`src/rtl/sprite_plotter_pkg.sv`:
```
// Shared sprite geometry, colours, FSM encoding and the position-to-column
// mapping used by both the plotter and the game FSM's hit detection.
package sprite_plotter_pkg;

  localparam int SCREEN_W = 160;
  localparam int SCREEN_H = 120;

  localparam int POS_W = 3;
  localparam int X_W   = 8;
  localparam int Y_W   = 7;
  localparam int COL_W = 3;

  localparam int X_BASE_DEF  = 16;
  localparam int X_STEP_DEF  = 36;
  localparam int PRESS_Y_DEF = 20;
  localparam int PRESS_W_DEF = 16;
  localparam int PRESS_H_DEF = 16;
  localparam int GARB_Y_DEF  = 80;
  localparam int GARB_W_DEF  = 8;
  localparam int GARB_H_DEF  = 8;

  localparam logic [COL_W-1:0] PRESS_COL_DEF = 3'b111;
  localparam logic [COL_W-1:0] GARB_COL_DEF  = 3'b010;
  localparam logic [COL_W-1:0] BLACK         = 3'b000;

  typedef enum logic [1:0] {
    S_IDLE = 2'd0,
    S_DRAW = 2'd1,
    S_DONE = 2'd2
  } state_t;

  // Positions 4 and 5 fold back onto columns 2 and 1.
  function automatic logic [POS_W-1:0] col_of(input logic [POS_W-1:0] p);
    return (p <= 3'd3) ? p : (3'd6 - p);
  endfunction

  function automatic logic position_ok(input logic item, input logic [POS_W-1:0] p);
    return item ? (p <= 3'd5) : (p <= 3'd3);
  endfunction

endpackage

```
`src/rtl/sprite_plotter_raster_counter.sv`:
```
// Row-major dx/dy raster counter for a W x H sprite; dx runs fastest and the
// counter wraps to (0,0) after the last pixel.
module raster_counter #(
  parameter int W = 16,
  parameter int H = 16
) (
  input  logic       clk,
  input  logic       reset_n,
  input  logic       clear,
  input  logic       enable,
  output logic [7:0] dx,
  output logic [6:0] dy,
  output logic       row_end,
  output logic       last
);

  localparam logic [7:0] DX_MAX = 8'(W - 1);
  localparam logic [6:0] DY_MAX = 7'(H - 1);

  assign row_end = (dx == DX_MAX);
  assign last    = row_end && (dy == DY_MAX);

  // Pixel index advance
  always_ff @(posedge clk) begin
    if (!reset_n) begin
      dx <= 8'd0;
      dy <= 7'd0;
    end else if (clear) begin
      dx <= 8'd0;
      dy <= 7'd0;
    end else if (enable) begin
      if (row_end) begin
        dx <= 8'd0;
        dy <= (dy == DY_MAX) ? 7'd0 : (dy + 7'd1);
      end else begin
        dx <= dx + 8'd1;
      end
    end
  end

endmodule

```
`src/rtl/sprite_plotter.sv`:
```
// Sprite plotter: accepts one draw/erase request per handshake and streams
// one pixel write per clock to the VGA adapter, then pulses done.
module sprite_plotter
  import sprite_plotter_pkg::*;
#(
  parameter int               X_BASE    = X_BASE_DEF,
  parameter int               X_STEP    = X_STEP_DEF,
  parameter int               PRESS_Y   = PRESS_Y_DEF,
  parameter int               PRESS_W   = PRESS_W_DEF,
  parameter int               PRESS_H   = PRESS_H_DEF,
  parameter int               GARB_Y    = GARB_Y_DEF,
  parameter int               GARB_W    = GARB_W_DEF,
  parameter int               GARB_H    = GARB_H_DEF,
  parameter logic [COL_W-1:0] PRESS_COL = PRESS_COL_DEF,
  parameter logic [COL_W-1:0] GARB_COL  = GARB_COL_DEF
) (
  input  logic             CLOCK_50,
  input  logic             reset_n,
  input  logic             req_valid,
  output logic             req_ready,
  input  logic             req_item,
  input  logic             req_erase,
  input  logic [POS_W-1:0] req_position,
  output logic [X_W-1:0]   x,
  output logic [Y_W-1:0]   y,
  output logic [COL_W-1:0] colour,
  output logic             plot,
  output logic             done,
  output logic             err
);

  // Rightmost column (3) must still fit both sprites on screen.
  if ((X_BASE + 3 * X_STEP + PRESS_W > SCREEN_W) ||
      (X_BASE + 3 * X_STEP + (PRESS_W - GARB_W) / 2 + GARB_W > SCREEN_W) ||
      (PRESS_Y + PRESS_H > SCREEN_H) || (GARB_Y + GARB_H > SCREEN_H)) begin : g_geometry_bad
    $error("sprite_plotter: sprite geometry exceeds the 160x120 screen");
  end

  localparam logic [X_W-1:0] XB   = 8'(X_BASE);
  localparam logic [X_W-1:0] XS   = 8'(X_STEP);
  localparam logic [X_W-1:0] GOFF = 8'((PRESS_W - GARB_W) / 2);
  localparam logic [Y_W-1:0] PY   = 7'(PRESS_Y);
  localparam logic [Y_W-1:0] GY   = 7'(GARB_Y);

  state_t             state;
  logic               item_r;
  logic [X_W-1:0]     ox_r;
  logic [Y_W-1:0]     oy_r;

  logic               accept_s;
  logic [POS_W-1:0]   col_s;
  logic               pos_ok_s;
  logic [X_W-1:0]     ox_s;
  logic [Y_W-1:0]     oy_s;
  logic [COL_W-1:0]   colour_s;

  logic [7:0]         p_dx, g_dx, dx_s;
  logic [6:0]         p_dy, g_dy, dy_s;
  logic               p_row_end, g_row_end, row_end_s;
  logic               p_last, g_last, last_s;

  assign accept_s = req_valid && req_ready;

  raster_counter #(.W(PRESS_W), .H(PRESS_H)) u_press_cnt (
    .clk     (CLOCK_50),
    .reset_n (reset_n),
    .clear   (accept_s),
    .enable  ((state == S_DRAW) && item_r),
    .dx      (p_dx),
    .dy      (p_dy),
    .row_end (p_row_end),
    .last    (p_last)
  );

  raster_counter #(.W(GARB_W), .H(GARB_H)) u_garb_cnt (
    .clk     (CLOCK_50),
    .reset_n (reset_n),
    .clear   (accept_s),
    .enable  ((state == S_DRAW) && !item_r),
    .dx      (g_dx),
    .dy      (g_dy),
    .row_end (g_row_end),
    .last    (g_last)
  );

  // Request decode: origin and colour for the sprite being offered
  always_comb begin
    col_s    = col_of(req_position);
    pos_ok_s = position_ok(req_item, req_position);
    if (req_item) begin
      ox_s     = XB + XS * {5'd0, col_s};
      oy_s     = PY;
      colour_s = req_erase ? BLACK : PRESS_COL;
    end else begin
      ox_s     = XB + XS * {5'd0, col_s} + GOFF;
      oy_s     = GY;
      colour_s = req_erase ? BLACK : GARB_COL;
    end
  end

  // Select the counter belonging to the latched sprite
  always_comb begin
    if (item_r) begin
      dx_s = p_dx; dy_s = p_dy; row_end_s = p_row_end; last_s = p_last;
    end else begin
      dx_s = g_dx; dy_s = g_dy; row_end_s = g_row_end; last_s = g_last;
    end
  end

  // Control FSM with registered pixel outputs
  always_ff @(posedge CLOCK_50) begin
    if (!reset_n) begin
      state     <= S_IDLE;
      req_ready <= 1'b1;
      plot      <= 1'b0;
      done      <= 1'b0;
      err       <= 1'b0;
      x         <= 8'd0;
      y         <= 7'd0;
      colour    <= 3'd0;
      item_r    <= 1'b0;
      ox_r      <= 8'd0;
      oy_r      <= 7'd0;
    end else begin
      case (state)
        S_IDLE: begin
          if (accept_s) begin
            req_ready <= 1'b0;
            item_r    <= req_item;
            if (pos_ok_s) begin
              state  <= S_DRAW;
              plot   <= 1'b1;
              x      <= ox_s;
              y      <= oy_s;
              colour <= colour_s;
              ox_r   <= ox_s;
              oy_r   <= oy_s;
            end else begin
              state <= S_DONE;
              done  <= 1'b1;
              err   <= 1'b1;
            end
          end
        end
        S_DRAW: begin
          if (last_s) begin
            state <= S_DONE;
            plot  <= 1'b0;
            done  <= 1'b1;
          end else if (row_end_s) begin
            x <= ox_r;
            y <= oy_r + dy_s + 7'd1;
          end else begin
            x <= ox_r + dx_s + 8'd1;
            y <= oy_r + dy_s;
          end
        end
        S_DONE: begin
          state     <= S_IDLE;
          done      <= 1'b0;
          err       <= 1'b0;
          req_ready <= 1'b1;
        end
        default: begin
          state     <= S_IDLE;
          req_ready <= 1'b1;
          plot      <= 1'b0;
          done      <= 1'b0;
          err       <= 1'b0;
        end
      endcase
    end
  end

endmodule

```
`config.mk`:
```
export PLATFORM = sky130hd
export DESIGN_NAME = sprite_plotter
export DESIGN_NICKNAME = d
export VERILOG_FILES = /design/src/rtl/sprite_plotter_pkg.sv /design/src/rtl/sprite_plotter_raster_counter.sv /design/src/rtl/sprite_plotter.sv
export SDC_FILE = /design/constraint.sdc
export NUM_CORES = 1
export LEC_CHECK = 0
export CAP_MARGIN = 0
export CELL_PAD_IN_SITES_DETAIL_PLACEMENT = 0
export CELL_PAD_IN_SITES_GLOBAL_PLACEMENT = 1
export CORE_MARGIN = 1.5
export CORE_UTILIZATION = 45
export DETAILED_ROUTE_END_ITERATION = 8
export HOLD_SLACK_MARGIN = 0.06
export MAX_ROUTING_LAYER = met4
export PLACE_DENSITY = 0.86
export REMOVE_ABC_BUFFERS = 1
export SYNTH_ARGS = -nofsm -noshare
export SYNTH_HDL_FRONTEND = slang
export SYNTH_SLANG_ARGS = --single-unit
```
`constraint.sdc`:
```
create_clock -name CLOCK_50 -period 8.15 [get_ports CLOCK_50]
set_input_delay 2.445 -clock CLOCK_50 [delete_from_list [all_inputs] [get_ports CLOCK_50]]
set_output_delay 2.445 -clock CLOCK_50 [all_outputs]
set_load 0.05 [all_outputs]
```
# Yosys cells after proc, flatten, opt, wreduce, memory -nomap -nowiden
# Cells that the tools add are included.
# word_totals
register_bits	70
in_bits	8
out_inout_bits	22
wordCells	102
# classes
add_sub_neg	11
mul	1
magnitude_cmp	2
eq_ne	11
n_mux	40
n_bitwise	3
n_reduce_logical	19
# ops
op	n
$mux 8	8
$mux 7	8
$add 8x1->8 const B	3
$add 7x1->7 const B	3
$pmux 8 s2	1
$pmux 7 s2	1
$mux 1	10
$ne 2x2->1 const B	5
$reduce_and 2->1	5
$mux 3	3
$reduce_and 3->1	3
$add 5x8->8 const A	1
$add 8x3->8 const B	1
$add 8x8->8	1
$eq 8x3->1 const B	1
$eq 8x4->1 const B	1
$mux 2	4
$reduce_and 4->1	2
$add 7x7->7	1
$eq 7x3->1 const B	1
$eq 7x4->1 const B	1
$mul 4x3->6 const A	1
$pmux 1 s2	3
$logic_and 1x1->1	5
12 further kinds	14

# Logic depth before layout (Yosys ltp)
# Gate-level depths: netlist (run 1).
# logic_depth
depth_word	9
mapped_depth	11
depth_no_buf	10

# Hierarchy
# Synthesis (run 1) repeated with hierarchy kept, for this count alone.
# unflattened
cells_unflattened	430
area_unflattened_um2	3797.4
# modules_own_cells
mod	instances	cells_each	area_each_um2	seq_area_each_um2
sprite_plotter	1	268	2356.0	660.6
raster_counter at u_garb_cnt	1	79	724.4	300.3
raster_counter at u_press_cnt	1	83	716.9	300.3

# Least setup slack after synthesis (run 1)
# OpenSTA, ideal clock, no wires.
# synth_path
kind	input-to-reg
startpoint	in req_position[0]
endpoint	reg x[7]
setup_ns	0.087
arrival_ns	4.090
t_required_ns	8.063
slack_ns	3.973
stages	10
path_buffers	0
path_cell_list	ha_1 > and2_1 > a21oi_1 > inv_1 > ha_1 > nor2b_1 > nand4_1 > xor2_1 > a2bb2oi_1 > o31ai_1
# synth_via
elab_chain_len	9
word_cells_on_any_way	14
classes_between	3 x add/sub; 1 x mul; 2 x order compare; 1 x eq/ne; 6 x mux; 1 x reduce/logical
# synth_rtl
element	line	source
start: declaration	sprite_plotter.sv:23	input logic [POS_W-1:0] req_position,
$sub 3x3->3 / $le 3x2->1 (equally long branches)	sprite_plotter_pkg.sv:34, sprite_plotter_pkg.sv:38	
$mux 3	sprite_plotter_pkg.sv:34	return (p <= 3'd3) ? p : (3'd6 - p);
$mul 4x3->6	sprite_plotter.sv:91, sprite_plotter.sv:95	
$add 5x8->8	sprite_plotter.sv:91, sprite_plotter.sv:95	
$add 8x3->8	sprite_plotter.sv:95	ox_s = XB + XS * {5'd0, col_s} + GOFF;
$mux 8	sprite_plotter.sv:90	if (req_item) begin
$mux 8	sprite_plotter.sv:130	if (pos_ok_s) begin
$mux 8	sprite_plotter.sv:127	if (accept_s) begin
$pmux 8 s2	sprite_plotter.sv:125	case (state)
end signal: assignment	sprite_plotter.sv:133	x <= ox_s;
end signal: assignment	sprite_plotter.sv:151	x <= ox_r;
end signal: assignment	sprite_plotter.sv:154	x <= ox_r + dx_s + 8'd1;
end: declaration	sprite_plotter.sv:24	output logic [X_W-1:0] x,
# Parallel ways exist; a longest one is shown, timed or not. The select of a mux whose other input is x is not followed.
# A chain may end at the register's enable or synchronous reset.

# Final worst setup path (run 1)
# layout_path
startpoint	in req_position[0]
endpoint	reg y[1]
# layout_via
elab_chain_len	4
word_cells_on_any_way	5
classes_between	2 x order compare; 1 x eq/ne; 1 x mux; 1 x reduce/logical
# layout_rtl
element	line	source
$le 3x2->1 / $le 3x3->1 (equally long branches)	sprite_plotter_pkg.sv:38	return item ? (p <= 3'd5) : (p <= 3'd3);
$mux 1 (*)	sprite_plotter_pkg.sv:38	
$ne 2x2->1 (no line) (*)	n/a	
$reduce_and 4->1 (no line) (*)	n/a	
end signal: assignment	sprite_plotter.sv:134	y <= oy_s;
end signal: assignment	sprite_plotter.sv:152	y <= oy_r + dy_s + 7'd1;
end signal: assignment	sprite_plotter.sv:155	y <= oy_r + dy_s;
end: declaration	sprite_plotter.sv:25	output logic [Y_W-1:0] y,
# Mark *: on every way between the ends. The rest lies on a longest branch, timed or not.

==> results.cfg, run 1 <==
[run_status]
status = complete, no violations

[clock_network]
insertion_delay_ns = 0.34
root_buffer = clkbuf_8
cts.repair.resized = 0
htreeDepth = 3
hold_buffers = 0
path_clk_slew_ns = 0.07
cts.sinks = 63
clockBufferDepth = 2
cts_tree = done
cts-buffers-inserted = 9
post-cts-setup-buffers = 0

[placement]
numPortBuffers = 29
routabilityCongestion = 0.792
dp_hpwl_mm = 6.14

[worst_setup_path]
ff2ff_setup_slack_ns = 5.16
worst_path_max_delay_cell = clkdlybuf4s50_1
critPathArrivalTime_ns = 5.12
worstPathCellList = clkdlybuf4s50_1 -> ha_1 -> and3b_1 -> nor2_1 -> o211ai_1 -> and2_1 -> or4_1 -> a21boi_2
critPathRequiredTime_ns = 8.44
critPathLaunchType = input port
critPathMaxFanout = 15
worstSetupPathType = input port to flop
cp-end-kind = flop
crit_path_max_incr_delay_ns = 0.70

[grt]
grt_max_degree = 37
grt.overflow.total = 0
antenna_found_initial = 0
grt_pass1_vias = 2943
grt_pass1_wl_mm = 14.4
track_usage_pct = 21.7

[finish]
drive_gt1_share_pct = 9.37
area_growth_syn_to_layout_pct = 15.8
n_antenna_cell = 0
fillers = 772
finalNetCount = 484

[sta]
setup-violations-final = 0
slew_headroom_pct = 35.4
tns_ns = 0
fin_crit_ns = 4.83
hold_violations = 0
worst_pin_slew_ns = 0.965
fin_skew_ns = 0.00986
rsz0062_at_grt = false
fmax_ghz = 0.207
fin_crit_sh_pct = 59.3
slew_viol_final = 0
worst_hold_slack_ns = 0.452

[yosys]
synth_cell_types = 61
synthTopCellsByCount = dfxtp_1, nor2_1, nand2_1
yosysTopAreaCellShare_pct = 33.6
ys.flop_type = dfxtp_1
synthArstFlopShare_pct = 0
synth_area_leaders = dfxtp_1, ha_1, xnor2_1
syn_area_um2 = 3750
ys_seq_area_share_pct = 33.6
yosysMostFrequentCell = dfxtp_1
syn_area_per_cell_um2 = 8.73
synth_seq_cells = 63
synth-edff-count = 0
synthCells = 430
synth_top_cell_by_area = dfxtp_1
ys_warn_count = 0

[routing]
drtIter0Drc = 166
drtPass1Iterations = 6
via_count = 3138
wirelength_mm = 8.50
drtAntennaViolNets = 0
drc = 0
wire_per_inst_um = 15.1
viasPerCell = 5.56

[pwr]
clkPwrFrac_pct = 40.9
ir_drop_mv = 0.127
p_sw_share_pct = 28.2
seqPwrFrac_pct = 40.4
p_int_w = 0.000598
p_leak_nw = 1.70
pwr_density_cell_nw_per_um2 = 192
comb_power_share_pct = 18.7
finalPower_w = 0.000833
switchingPower_w = 0.000235

[run]
max-cap-violations = 0

[die]
die-area_um2 = 8900
rows = 33
ios = 30
core_area_um2 = 8130
die_w_um = 94.3
fp.dieH_um = 94.3
start_util_pct = 46.1

[min_path]
hp-class = flop to flop
[sequential cells by signal (all words and copies together) (netlist names), 2 cells and up]
signal / count
colour: 2
ox_r: 6
oy_r: 3
state: 2
u_garb_cnt.dx: 8
u_garb_cnt.dy: 7
u_press_cnt.dx: 8
u_press_cnt.dy: 7
x: 8
y: 7
[worst max-delay path, delay by kind of cell]
kind	cells	cell delay, ns
AO/OA/AOI/OAI	2	0.36
adder cells (fa/ha/maj)	1	0.23
buffers and inverters	1	0.70
AND/OR/NAND/NOR	4	1.38
[kinds of logic after synthesis]
logic type                 share of synthesized area (%)
DFF                                                 33.6
adders and majority gates                           7.00
buffers and inverters                               3.50
muxes                                               6.04
AOI/OAI and AO/OA                                   15.9
xor gates and xnor gates                            10.0
and+or+nand+nor                                     23.9
[power by group through the flow]
| stage | registers [W] | logic [W] | clock network (W) |
|---|---|---|---|
| floorplan | 0.000378 | 0.0000685 | 0 |
| global placement | 0.000344 | 0.000154 | 0 |
| detailed placement | 0.000344 | 0.000155 | 0 |
| CTS | 0.000337 | 0.000156 | 0.000347 |
| global route | 0.000339 | 0.000168 | 0.000358 |
| finish | 0.000337 | 0.000155 | 0.000341 |
[cell usage in the layout (no fill, tap or decap), types with 3 or more instances in the layout]
master / count
or3_1: 3
o21ai_0: 17
xor2_1: 19
nand4_1: 10
nor2_1: 42
clkdlybuf4s50_1: 29
nor2b_1: 9
and4_1: 4
xnor2_1: 24
and2_1: 8
mux2_2: 13
or4_1: 5
a21boi_2: 5
nand2_1: 38
nand2b_1: 5
o211a_1: 6
o21a_1: 3
inv_1: 7
ha_1: 21
a21oi_1: 22
clkbuf_8: 11
nor3_1: 7
nand3_1: 18
and3_1: 4
dfxtp_1: 63
bufinv_16: 3
a31oi_1: 6
buf_4: 4
nor4_1: 3
mux2i_1: 8
nand3b_1: 5
[layer usage]
layer	track usage (%)	share of wire [%]	vias to the layer above
li1	-	-	1594
met1	28.3	51	1480
met2	33.3	45	51
met3	3.64	3.2	13
met4	8.96	1.6	0
met5	-	0	-
[through the flow]
stage / area [um2] / instances / worst slack (ns) / utilization (%)
2_1_floorplan: 3650 / 411 / 3.97 / -
3_5_place_dp: 4100 / 549 / 2.96 / 50.4
4_1_cts: 4340 / 564 / 3.32 / 53.4
5_1_grt: 4340 / 564 / 3.10 / 53.4
6_report: 4340 / 564 / 3.32 / 53.4
3_3_place_gp: 4100 / 549 / 3.06 / 50.4
[path summary, 6_finish.rpt]
kind                            startpoint                 to  depth (start not counted)
max reg2reg  u_garb_cnt.dx[0]$_SDFFE_PP0P_  x[4]$_SDFFE_PN0P_                          7
min                      done$_SDFFE_PN0P_  done$_SDFFE_PN0P_                          2
max                        req_position[0]  y[1]$_SDFFE_PN0P_                          8
min reg2reg              done$_SDFFE_PN0P_  done$_SDFFE_PN0P_                          2
[layout make-up]
class / count / area, um2 / area share [%]
well taps: 105 / 131 / 3.02
multi-input cells: 341 / 2360 / 54.3
repair buffers: 33 / 320 / 7.37
flip-flops and latches: 63 / 1260 / 29.0
clock buffers: 12 / 155 / 3.57
inverters: 7 / 26.3 / 0.605
clock inverters: 3 / 90.1 / 2.07
Note: power is estimated with default switching activity, not from simulation.
==> inputs of run 2 (changes only) <==
--- a/config.mk
+++ b/config.mk
@@ -9,11 +9,11 @@
 export CELL_PAD_IN_SITES_DETAIL_PLACEMENT = 0
 export CELL_PAD_IN_SITES_GLOBAL_PLACEMENT = 1
 export CORE_MARGIN = 1.5
-export CORE_UTILIZATION = 45
+export CORE_UTILIZATION = 40
 export DETAILED_ROUTE_END_ITERATION = 8
 export HOLD_SLACK_MARGIN = 0.06
 export MAX_ROUTING_LAYER = met4
-export PLACE_DENSITY = 0.86
+export PLACE_DENSITY = 0.82
 export REMOVE_ABC_BUFFERS = 1
 export SYNTH_ARGS = -nofsm -noshare
 export SYNTH_HDL_FRONTEND = slang
==> constraint.sdc (replaced) <==
create_clock -name CLOCK_50 -period 3.99 [get_ports CLOCK_50]
set_input_delay 1.197 -clock CLOCK_50 [delete_from_list [all_inputs] [get_ports CLOCK_50]]
set_output_delay 1.197 -clock CLOCK_50 [all_outputs]
set_load 0.05 [all_outputs]
==> run 2 against run 1 <==
Against the previous run:
- cell area up 0.29%
- flip-flop and latch count unchanged
- via count up 0.57%
- first-iteration DRC count shrank 25%
- combinational power increased by 110%
- core utilization decreased by 5.8 points
- final cell count grew 2.0%
- largest cell class unchanged
==> results.cfg, run 2 (synthesis gave the netlist of run 1 again) <==
[worst_setup_path]
r2r_start = u_garb_cnt.dx[0]$_SDFFE_PP0P_
critPathMaxFanout = 6
crit_family = buffers and inverters
cp.depth = 11
crit_path_max_incr_delay_ns = 0.55
crit_top_cell = ha_1
cp-end-kind = flop
worst_path_max_delay_cell = clkdlybuf4s50_1
crit_path_start = req_position[1]
path_buf_inv = 2
worstPathCellList = clkdlybuf4s50_1 -> ha_1 -> and3b_1 -> a21oi_1 -> inv_1 -> ha_1 -> nor2b_1 -> nand4_1 -> xor2_1 -> a2bb2oi_1 -> o31ai_1
ff2ff_path_depth = 7
worstSetupPathType = input port to flop
critPathLaunchType = input port
critPathArrivalTime_ns = 3.71
critPathRequiredTime_ns = 4.23

[finish]
regArea_um2 = 1260
fillers = 884
drive_gt1_share_pct = 10.1
top_regs = u_garb_cnt.dx x8, u_press_cnt.dx x8, x x8
multi_input_area_um2 = 2360
area_growth_syn_to_layout_pct = 16.1
layout_common_cells = dfxtp_1, nor2_1, nand2_1
final_common_cell = dfxtp_1
finalNetCount = 489
n_antenna_cell = 0

[sta]
fin_crit_sh_pct = 86.9
rsz0062_at_grt = false
setup-violations-final = 0
hold_violations = 0
tns_ns = 0
worst_hold_slack_ns = 0.457
slew_headroom_pct = 44.9
fin_crit_ns = 3.47
worst_pin_slew_ns = 0.827
fmax_ghz = 0.288
fin_skew_ns = 0.0102
setup_ws_ns = 0.521
slew_viol_final = 0

[clock_network]
cts.repair.resized = 0
cts-buffers-inserted = 9
cts_tree = done
htreeDepth = 3
root_buffer = clkbuf_8
cts.sinks = 63
post-cts-setup-buffers = 0
clockBufferDepth = 2
hold_buffers = 0
insertion_delay_ns = 0.33
path_clk_slew_ns = 0.07

[routing]
dr_wl_met2_mm = 4.14
drtPass1Iterations = 4
drtAntennaViolNets = 0
via_count = 3156
drtIter0Drc = 124
routed.top_layer = met4
wire_per_inst_um = 15.3
met3WireLength_um = 283
viasPerCell = 5.49
wirelength_mm = 8.81
drc = 0
m1WireLength_mm = 4.32

[pwr]
ir_drop_mv = 0.220
p_leak_nw = 1.70
finalPower_w = 0.00163
pwr_density_cell_nw_per_um2 = 374

[die]
ios = 30
rows = 35
core_area_um2 = 9150
die_w_um = 99.9
start_util_pct = 41.0
die-area_um2 = 9970
fp.dieH_um = 99.9

[run]
max-cap-violations = 0

[grt]
antenna_found_initial = 0
grt_max_degree = 35
grt.overflow.total = 0
track_usage_pct = 19.1
grt_pass1_vias = 3025
grt_pass1_wl_mm = 14.7

[placement]
dp_hpwl_mm = 6.51
place_ws_ns = 0.211
routabilityCongestion = 0.842
numPortBuffers = 29

[min_path]
hp-class = flop to flop
worstHoldPathCells = 2
min_from = done$_SDFFE_PN0P_

[run_status]
status = complete, no violations
==> run 2: per-layer routing <==
layer  GRT usage, %  up-vias
met5              -        -
met4           4.23        0
met3           3.62        5
met2           31.3       52
met1           24.5     1496
li1               -     1603
==> run 2: final timing paths <==
| path | endpoint | slack [ns] |
|---|---|---|
| setup / recovery | x[7]$_SDFFE_PN0P_ | 0.52 |
| hold / removal | done$_SDFFE_PN0P_ | 0.46 |
| setup reg to reg | x[5]$_SDFFE_PN0P_ | 0.94 |
| hold reg to reg | done$_SDFFE_PN0P_ | 0.46 |
==> run 2: layout make-up <==
type	count	share of cell area, %
Timing Repair Buffer	38	8.21
Tap cell	111	3.19
Multi-Input combinational cell	341	54.2
Sequential cell	63	28.9
Clock buffer	12	3.33
Clock inverter	3	1.55
Inverter	7	0.603
==> run 2: power by group <==
group          internal, W  switching [W]  total (W)
Clock             0.000366       0.000247   0.000614
Combinational     0.000121       0.000204   0.000325
Sequential        0.000661      0.0000288   0.000690
Total              0.00115       0.000481    0.00163
==> run 2: metrics by stage <==
step	instance area (um2)	cells	util, %
global route	4360	575	47.6
CTS	4360	575	47.6
detailed placement	4140	560	45.3
floorplan	3650	411	-
finish	4360	575	47.6
global placement	4140	560	45.3
==> run 2: worst register-to-register path: stages, from the launching register on <==
cell and delay, ns:
dfxtp_1 0.41, ha_1 0.25, or4b_4 0.50, or4_4 0.58, o211ai_4 0.35, nand2_1 0.37, and3_1 0.30, a32o_1 0.19
